===== config.mk =====
export PLATFORM = sky130hd
export DESIGN_NAME = fft_sdf_ctrl
export DESIGN_NICKNAME = d
export VERILOG_FILES = /design/src/rtl/fft_ctrl_pkg.sv /design/src/rtl/fft_ctrl_cnt.sv /design/src/rtl/fft_sdf_ctrl.sv
export SDC_FILE = /design/constraint.sdc
export NUM_CORES = 1
export LEC_CHECK = 0
export ABC_AREA = 0
export CORE_ASPECT_RATIO = 0.75
export CORE_UTILIZATION = 48
export DETAILED_ROUTE_END_ITERATION = 10
export GPL_ROUTABILITY_DRIVEN = 0
export GPL_TIMING_DRIVEN = 0
export PLACE_DENSITY = 0.75
export SYNTH_ARGS = -nofsm -noshare
export SYNTH_HDL_FRONTEND = slang
export SYNTH_SLANG_ARGS = --single-unit

===== constraint.sdc =====
create_clock -name clk -period 2.4 [get_ports clk]
set_clock_uncertainty 0.1 [all_clocks]
set_input_delay 0.24 -clock clk [delete_from_list [all_inputs] [get_ports clk]]
set_output_delay 0.24 -clock clk [all_outputs]
set_load 0.02 [all_outputs]

===== src/rtl/fft_ctrl_pkg.sv =====
// Shared types and helpers for the radix-2^2 SDF FFT sequencer.
package fft_ctrl_pkg;

  typedef enum logic [1:0] {IDLE, RUN, DRAIN} state_t;

  localparam int MAX_LOG2N = 12;

  function automatic int calc_lat(input int log2n, input int pipe_lat);
    return (1 << log2n) - 1 + pipe_lat;
  endfunction

  // Input is the index counter left-aligned in MAX_LOG2N bits, so stage pair k
  // always sits at bits [MAX_LOG2N-1-2k -: 2]; unused upper pairs are discarded.
  function automatic logic [MAX_LOG2N/2-1:0] rot_decode(input logic [MAX_LOG2N-1:0] c);
    logic [MAX_LOG2N/2-1:0] r;
    r = '0;
    for (int k = 0; k < MAX_LOG2N/2; k++)
      r[k] = c[MAX_LOG2N-2-2*k] & ~c[MAX_LOG2N-1-2*k];
    return r;
  endfunction

endpackage


===== src/rtl/fft_ctrl_cnt.sv =====
// Enable-gated counter: wraps at MAX (SAT=0) or holds at MAX (SAT=1); clr wins.
module fft_ctrl_cnt #(
  parameter int W   = 4,
  parameter int MAX = 15,
  parameter bit SAT = 1'b0
) (
  input  logic         clk,
  input  logic         rst,
  input  logic         en,
  input  logic         clr,
  output logic [W-1:0] q
);

  always_ff @(posedge clk or negedge rst) begin
    if (!rst)
      q <= '0;
    else if (clr)
      q <= '0;
    else if (en) begin
      if (q != W'(MAX))
        q <= q + 1'b1;
      else if (!SAT)
        q <= '0;
    end
  end

endmodule


===== src/rtl/fft_sdf_ctrl.sv =====
// Sequencer for an N=2^LOG2N radix-2^2 SDF FFT: stage selects, -j selects,
// twiddle enable, output framing, input stall and end-of-stream drain.
module fft_sdf_ctrl
  import fft_ctrl_pkg::*;
#(
  parameter int LOG2N      = 4,
  parameter int PIPE_LAT   = 0,
  parameter int MULT_START = 11
) (
  input  logic               clk,
  input  logic               rst,
  input  logic               in_valid,
  input  logic               flush,
  output logic               adv,
  output logic [LOG2N-1:0]   bf_sel,
  output logic [LOG2N/2-1:0] rot_sel,
  output logic               zero_ins,
  output logic               mult_en,
  output logic               out_valid,
  output logic               out_sop,
  output logic [LOG2N-1:0]   out_idx,
  output logic               busy
);

  localparam int N   = 1 << LOG2N;
  localparam int LAT = calc_lat(LOG2N, PIPE_LAT);
  localparam int FW  = $clog2(LAT + 1);

  if (LOG2N % 2 != 0 || LOG2N < 4 || LOG2N > MAX_LOG2N || MULT_START >= LAT) begin : g_param_err
    $error("fft_sdf_ctrl: LOG2N must be even in 4..12 and MULT_START < LAT");
  end

  state_t           state;
  logic [LOG2N-1:0] cnt;
  logic [FW-1:0]    fill;
  logic [FW-1:0]    drn;
  logic             in_drain;
  logic             drain_done;
  logic             primed;

  assign in_drain   = (state == DRAIN);
  assign drain_done = in_drain && (drn == FW'(LAT - 1));
  assign primed     = (fill == FW'(LAT));

  // Gated by rst so nothing advances while reset is held.
  assign adv = rst & (in_drain | in_valid);

  fft_ctrl_cnt #(.W(LOG2N), .MAX(N - 1), .SAT(1'b0)) u_cnt (
    .clk(clk), .rst(rst), .en(adv), .clr(drain_done), .q(cnt)
  );

  fft_ctrl_cnt #(.W(FW), .MAX(LAT), .SAT(1'b1)) u_fill (
    .clk(clk), .rst(rst), .en(adv), .clr(drain_done), .q(fill)
  );

  fft_ctrl_cnt #(.W(FW), .MAX(LAT), .SAT(1'b1)) u_drn (
    .clk(clk), .rst(rst), .en(adv & in_drain), .clr(drain_done), .q(drn)
  );

  always_ff @(posedge clk or negedge rst) begin
    if (!rst) begin
      state    <= IDLE;
      busy     <= 1'b0;
      zero_ins <= 1'b0;
      mult_en  <= 1'b0;
    end else begin
      case (state)
        IDLE: if (in_valid) begin
          state <= RUN;
          busy  <= 1'b1;
        end
        RUN: if (flush) begin
          state    <= DRAIN;
          zero_ins <= 1'b1;
        end
        DRAIN: if (drain_done) begin
          state    <= IDLE;
          busy     <= 1'b0;
          zero_ins <= 1'b0;
        end
        default: begin
          state    <= IDLE;
          busy     <= 1'b0;
          zero_ins <= 1'b0;
        end
      endcase
      // fill+1 is the advance count reached by this advance
      if (drain_done)
        mult_en <= 1'b0;
      else if (adv && (int'(fill) + 1 >= MULT_START))
        mult_en <= 1'b1;
    end
  end

  for (genvar s = 0; s < LOG2N; s++) begin : g_bf
    assign bf_sel[s] = cnt[LOG2N-1-s];
  end

  assign rot_sel = (LOG2N/2)'(rot_decode(MAX_LOG2N'(cnt) << (MAX_LOG2N - LOG2N)));

  // Index is only meaningful with out_valid; held at 0 otherwise so idle/reset read all-zero.
  assign out_valid = adv & primed;
  assign out_idx   = out_valid ? (cnt - LOG2N'(LAT)) : '0;
  assign out_sop   = out_valid & (out_idx == '0);

endmodule

==> out/summary.txt, run 1 <==
post-synthesis sequential area ratio = 0.4187
wire per inst = 13.48 um
Arrival @ worst endpoint = 1.94 ns
Routed WL = 2130 um
clk slew on worst S/H paths = 0.10 ns
Clock Tree Root = clkbuf_4
Avg Inst Size Synth = 9.321 sq um
Layout Area Growth over Synthesis = 25.49%
Post-Place Cell Area = 1236 sq um
yosys warns = 0
DRC = 0
Distinct cells, synth = 33
Initial Utilization = 0.5088
status = finished clean
RSZ-0062 raised after global routing = false
Fin Setup TNS = 0 ns
CTS tree = done
Finished Cell Area = 1275 sq um
via count = 866
PwrDens = 1198 nW/um^2
fin crit share = 0.9491
H-tree depth = 1
Clk Latency, worst-skew pair = 0.30 ns
nets = 145
final setup fails = 0
Num CTS Buffers = 3
Power, Total = 1.528 mW
Cell Rows = 14
Clock Sink Count = 17
sequential share of power = 0.385
I/O Buffers = 19
Pleak = 0.5678 nW
FMAX = 439.0 MHz
Die ar. = 2306 sq um
Die X = 55.13 um
io pins = 20
Worst VDD drop = 0.6386 mV
Gate Count Post-Synth = 109
switch share = 0.4359
largest net degree at the start of global routing = 18
final design utilization = 0.6385
Seq cells post-synth = 17
die height = 41.84 um
Routed Antenna Nets = 0
Post-synth EDFFs = 0
initial detailed-routing violation count = 7
drt pass-1 iters = 3
synthesized area = 1016 sq um
class of the most critical hold timing path = primary input to flip-flop
dominant synthesized flop cell = dfrtp_1
Logic pwr share = 0.511
initial antenna violation count = 0
P_sw = 0.6661 mW
measured slew at the worst slew-check pin = 0.7527 ns
vias per cell = 5.481
Antenna Cells = 0
core area = 1997 sq um
max-cap violation count = 0
Critical Path RT = 2.06 ns
async set-or-reset flop fraction in the synthesized netlist = 1.000
Final Hold Violating Endpoints = 0
Clk pwr share = 0.103
gr usage total = 0.2160
Int Pwr = 0.8618 mW
total grt overflow = 0
max-slew violations = 0
layout cell share with drive strength beyond 1 = 0.1343
Max-slew headroom = 0.4966
Final HPWL DP = 1513 um
critical path startpoint category = flip-flop
Syn Nets = 119
CTS max path bufs = 2
number of global-route vias before repair = 720
Worst Setup Path Type = flip-flop to output port
CP Capture Type = output port
global-route wire length before repair = 3387 um
Tmin final = 2.278 ns
worst-path maximum fanout = 10
-- synthesized netlist by cell type, types with 2 or more instances --
cell       n  area share
or2_2      2       0.012
or3_1      5       0.031
o21ai_0    7       0.034
nor3_1     2      0.0099
dfrtp_1   17        0.42
a21oi_1    9       0.044
nand2_1    8       0.030
xor2_1     2       0.017
a31oi_1    2       0.012
inv_1      8       0.030
ha_1       6       0.074
o211ai_1   2       0.015
xnor2_1    6       0.052
nand3_1    6       0.030
nor2_1     9       0.033
-- flip-flops by register name, summed over array words and instances, names as in the netlist --
signal	count
u_drn.q	4
zero_ins	1
mult_en	1
u_fill.q	4
state	2
busy	1
u_cnt.q	4
-- worst paths after layout --
check	from	end	slack [ns]	depth (start not counted)
worst max-delay path	state[1]	out_sop	0.12	6
worst min-delay path	rst	u_drn.q[2]	0.39	4
worst max register to register	u_drn.q[0]	u_drn.q[2]	0.72	6
worst min register to register	state[1]	state[0]	0.43	1
max in group asynchronous	rst	state[0]	1.03	2
min in group asynchronous	rst	u_cnt.q[2]	0.66	2
-- layout by cell type, fill, tap and decap left out, types with 2 or more instances in the layout --
cell and n:
o211ai_1 2, dlygate4sd2_1 6, clkbuf_4 3, o21ai_0 7
a31oi_1 2, inv_1 8, nor2_1 9, a21oi_1 9
clkdlybuf4s50_1 12, ha_1 6, xnor2_1 6, or3_1 5
nand3_1 6, xor2_1 2, nor3_1 2, nand2_1 8
dfrtp_1 16, clkbuf_1 2, or2_2 2
-- per-layer routing --
layer / track usage / part of all wire
met5: 0 / 0
met4: 0.09000 / 0.017
met3: 0.07692 / 0.036
met2: 0.3060 / 0.44
met1: 0.2944 / 0.51
-- cell families (layout without fill, tap and decap cells) --
kind of cell / Yosys count / in the layout / share of synthesized area
AOI/OAI and AO/OA: 25 / 25 / 0.1564
and+or+nand+nor: 42 / 42 / 0.2328
buffers and inverters: 11 / 36 / 0.04925
DFF: 17 / 17 / 0.4187
adders and majority gates: 6 / 6 / 0.07389
xor gates and xnor gates: 8 / 8 / 0.06897
-- critical path, cell delays in order (launching register included) --
cell	delay (ns)
dfrtp_1	0.43
nor2b_4	0.21
o21ai_4	0.10
or2_1	0.25
buf_6	0.14
nor3_2	0.16
dlygate4sd2_1	0.35
-- power groups by stage --
stage | registers, mW | clock network (mW) | logic (mW)
floorplan | 0.616 | 0 | 0.477
global placement | 0.578 | 0 | 0.751
detailed placement | 0.591 | 0 | 0.778
CTS | 0.588 | 0.164 | 0.787
global route | 0.611 | 0.173 | 0.869
finish | 0.588 | 0.158 | 0.781
-- metrics by stage --
stage                     hold slack (ns)  setup WS (ns)  cells
final                              0.3869         0.1222    158
after floorplan                   -0.1556         0.6455    109
after detailed placement           0.4071        -0.8027    152
after CTS                          0.3756         0.1225    158
after global routing               0.4197        0.01634    158
after global placement             0.3862        -0.7633    152
-- area by class of cell --
type | instances | area, sq um
Timing Repair Buffer | 21 | 201.4
Clock buffer | 4 | 26.28
Buffer | 3 | 20.02
Inverter | 8 | 30.03
Fill cell | 182 | 721.9
Tap cell | 24 | 30.03
Sequential cell | 17 | 426.7
Multi-Input combinational cell | 81 | 540.5
-- timing repair --
| item | CTS | global route |
|---|---|---|
| buffers inserted | 1 | 0 |
| setup endpoints to repair | 7 | 0 |
| endpoints found under the hold margin | 17 | 0 |
| gates resized for setup | 10 | 0 |
| hold buffers | 1 | 0 |
(Power assumes the default switching activity.)
==> run 2, diff against run 1 <==
CAP_MARGIN = 20   (was not set)
==> results of run 2 <==
Same layout as run 1: the final DEF is identical, and so are final timing and power.
==> run 3, diff against run 2 <==
DONT_BUFFER_PORTS = 1   (was not set)
PLACE_DENSITY = not set   (was 0.75)
clock period = 2.12 ns   (was 2.4 ns; I/O delays follow)
==> run 3 against run 2 <==
  * Sequential cell count did not move
  * Power grew 3.9%
  * Wire length fell by 11%
  * Critical endpoint is now out_idx[1]
  * Critical path type unchanged
==> out/summary.txt, run 3 (same netlist as run 1, synthesis figures left out) <==
status = finished clean (unchanged)
measured slew at the worst slew-check pin = 0.7656 ns (was 0.7527 ns)
Post-Place Cell Area = 1046 sq um (was 1236 sq um)
PwrDens = 1396 nW/um^2 (was 1198 nW/um^2)
Antenna Cells = 0 (unchanged)
Tmin final = 2.070 ns
Hold Worst Slack = 0.01854 ns (was 0.3869 ns)
I/O Buffers = 0 (was 19)
Placed Instances = 133 (was 152)
initial detailed-routing violation count = 11 (was 7)
Finished Cell Area = 1137 sq um (was 1275 sq um)
Layout Area Growth over Synthesis = 11.95% (was 25.49%)
final setup fails = 0 (unchanged)
gr usage total = 0.1910 (was 0.2160)
Routed Antenna Nets = 0 (unchanged)
Routed WL = 1900 um (was 2130 um)
Clk pwr share = 0.112 (was 0.103)
Clk Latency, worst-skew pair = 0.30 ns (about the same)
Clock Sink Count = 17 (unchanged)
Int Pwr = 0.8568 mW (was 0.8618 mW)
P_sw = 0.7307 mW (was 0.6661 mW)
Critical Path RT = 1.81 ns (was 2.06 ns)
Reg area = 427.9 sq um (was 426.7 sq um)
critical path startpoint category = flip-flop (unchanged)
max incr delay on CP = 0.44 ns (was 0.43 ns)
drt pass-1 iters = 4 (was 3)
fillers = 190 (was 182)
wire per inst = 13.38 um (was 13.48 um)
CTS tree = done (unchanged)
vias per cell = 5.373 (was 5.481)
nets = 129 (was 145)
global-route wire length before repair = 3070 um (was 3387 um)
Die ar. = 2306 sq um (unchanged)
fin crit share = 0.9763
H-tree depth = 1 (unchanged)
io pins = 20 (unchanged)
CTS max path bufs = 2 (unchanged)
multi-input logic area = 556.8 sq um (was 540.5 sq um)
Num CTS Buffers = 3 (unchanged)
crit-path cells = nor2b_4 > o21ai_4 > or2_1 > buf_6 > nor2_1 (was nor2b_4 > o21ai_4 > or2_1 > buf_6 > nor3_2 > dlygate4sd2_1)
Worst VDD drop = 0.6596 mV (was 0.6386 mV)
Die X = 55.13 um (unchanged)
Final Hold Violating Endpoints = 0 (unchanged)
Clock Tree Root = clkbuf_4 (unchanged)
worst-path maximum fanout = 10 (unchanged)
max-slew violations = 0 (unchanged)
switch share = 0.4603 (was 0.4359)
RSZ-0062 raised after global routing = true (was false)
Pleak = 0.4890 nW (was 0.5678 nW)
die height = 41.84 um (unchanged)
Initial Utilization = 0.5088 (unchanged)
CP Capture Type = output port (unchanged)
registers with the most flip-flops = u_cnt.q: 4 flops, u_drn.q: 4 flops, u_fill.q: 4 flops (unchanged)
FMAX = 483.2 MHz
CP max stage cell = dfrtp_1 (unchanged)
Cell Rows = 14 (unchanged)
total grt overflow = 0 (unchanged)
commonest non-fill, non-tap cell in the layout = dfrtp_1 (unchanged)
clk slew on worst S/H paths = 0.10 ns (about the same)
Worst Setup Path Type = flip-flop to output port (unchanged)
sequential share of power = 0.465 (was 0.385)
Layout Cells excl Fill = 142 (was 158)
Logic pwr share = 0.423 (was 0.511)
number of global-route vias before repair = 683 (was 720)
via count = 763 (was 866)
DRC = 0 (unchanged)
Max-slew headroom = 0.4879 (was 0.4966)
largest net degree at the start of global routing = 18 (unchanged)
Final HPWL DP = 1264 um (was 1513 um)
class of the most critical hold timing path = primary input to flip-flop (unchanged)
core area = 1997 sq um (unchanged)
Arrival @ worst endpoint = 1.76 ns (was 1.94 ns)
max-cap violation count = 0 (unchanged)
final worst slack = 0.05033 ns (was 0.1222 ns)
most frequent cells in the layout = dfrtp_1 (15), a21oi_1 (9), inv_1 (8), nand2_1 (8), o21ai_0 (7) (was dfrtp_1 (16), clkdlybuf4s50_1 (12), nor2_1 (9), a21oi_1 (9))
initial antenna violation count = 0 (unchanged)
Power, Total = 1.588 mW (was 1.528 mW)
layout cell share with drive strength beyond 1 = 0.2034 (was 0.1343)
dpl ws = 0.2799 ns (was -0.8027 ns)
## run 3: cell count changes in the layout (fill, tap and decap cells not counted), moves of 2 or more
cell / previous run / this run
nor2_1: 9 / 6
dlygate4sd2_1: 6 / 0
clkdlybuf4s50_1: 12 / 0
nor2_2: 0 / 3
dlygate4sd3_1: 1 / 3
## run 3: cell type report
cell class | instances | area share
Sequential cell | 17 | 0.3762
Inverter | 8 | 0.02640
Multi-Input combinational cell | 81 | 0.4895
Tap cell | 24 | 0.02640
Clock buffer | 4 | 0.02310
Buffer | 3 | 0.01870
Timing Repair Buffer | 5 | 0.03960
## run 3: path summary, 6_finish.rpt
check	startpoint	end	slack, ns	cells after the start
hold reg to reg	state[1]	state[0]	0.43	1
min in group asynchronous	rst	state[0]	0.32	1
max in group asynchronous	rst	u_cnt.q[1]	1.08	1
setup / recovery	state[1]	out_idx[1]	0.05	5
setup reg to reg	u_drn.q[0]	u_fill.q[1]	0.42	6
hold / removal	flush	zero_ins	0.02	2
## run 3: metrics by stage
| stage | TNS, ns | util |
|---|---|---|
| floorplan | 0 | - |
| global placement | 0 | 0.5238 |
| detailed placement | 0 | 0.5238 |
| CTS | -0.01076 | 0.5576 |
| global route | -0.06816 | 0.5695 |
| finish | 0 | 0.5695 |
## run 3: worst max-delay path: cells and delay by family (launching register included)
family	cells	cell delay (ns)
and+or+nand+nor	3	0.77
AOI/OAI and AO/OA	1	0.10
DFF	1	0.44
buffers and inverters	1	0.14
## run 3: power by group through the flow
| stage | clock (mW) | sequential (mW) | combinational, mW |
|---|---|---|---|
| 6_report | 0.178 | 0.739 | 0.671 |
| 5_1_grt | 0.201 | 0.771 | 0.758 |
| 4_1_cts | 0.188 | 0.732 | 0.654 |
| 3_5_place_dp | 0 | 0.739 | 0.618 |
| 3_3_place_gp | 0 | 0.734 | 0.602 |
| 2_1_floorplan | 0 | 0.697 | 0.540 |
## run 3: per-layer routing
layer | track usage | vias up | part of all wire
met4 | 0.07500 | 0 | 0.016
met5 | 0 | - | 0
met3 | 0.07692 | 5 | 0.039
li1 | - | 392 | -
met2 | 0.2699 | 13 | 0.44
met1 | 0.2569 | 353 | 0.51
## run 3: timing repair
| item | in CTS | in global routing |
|---|---|---|
| pin swaps | 0 | 0 |
| setup buffers | 0 | 2 |
| hold buffers | 3 | 0 |
| gates resized for setup | 3 | 6 |
| endpoints found under the setup margin | 3 | 5 |
| hold endpoints to repair | 19 | 0 |
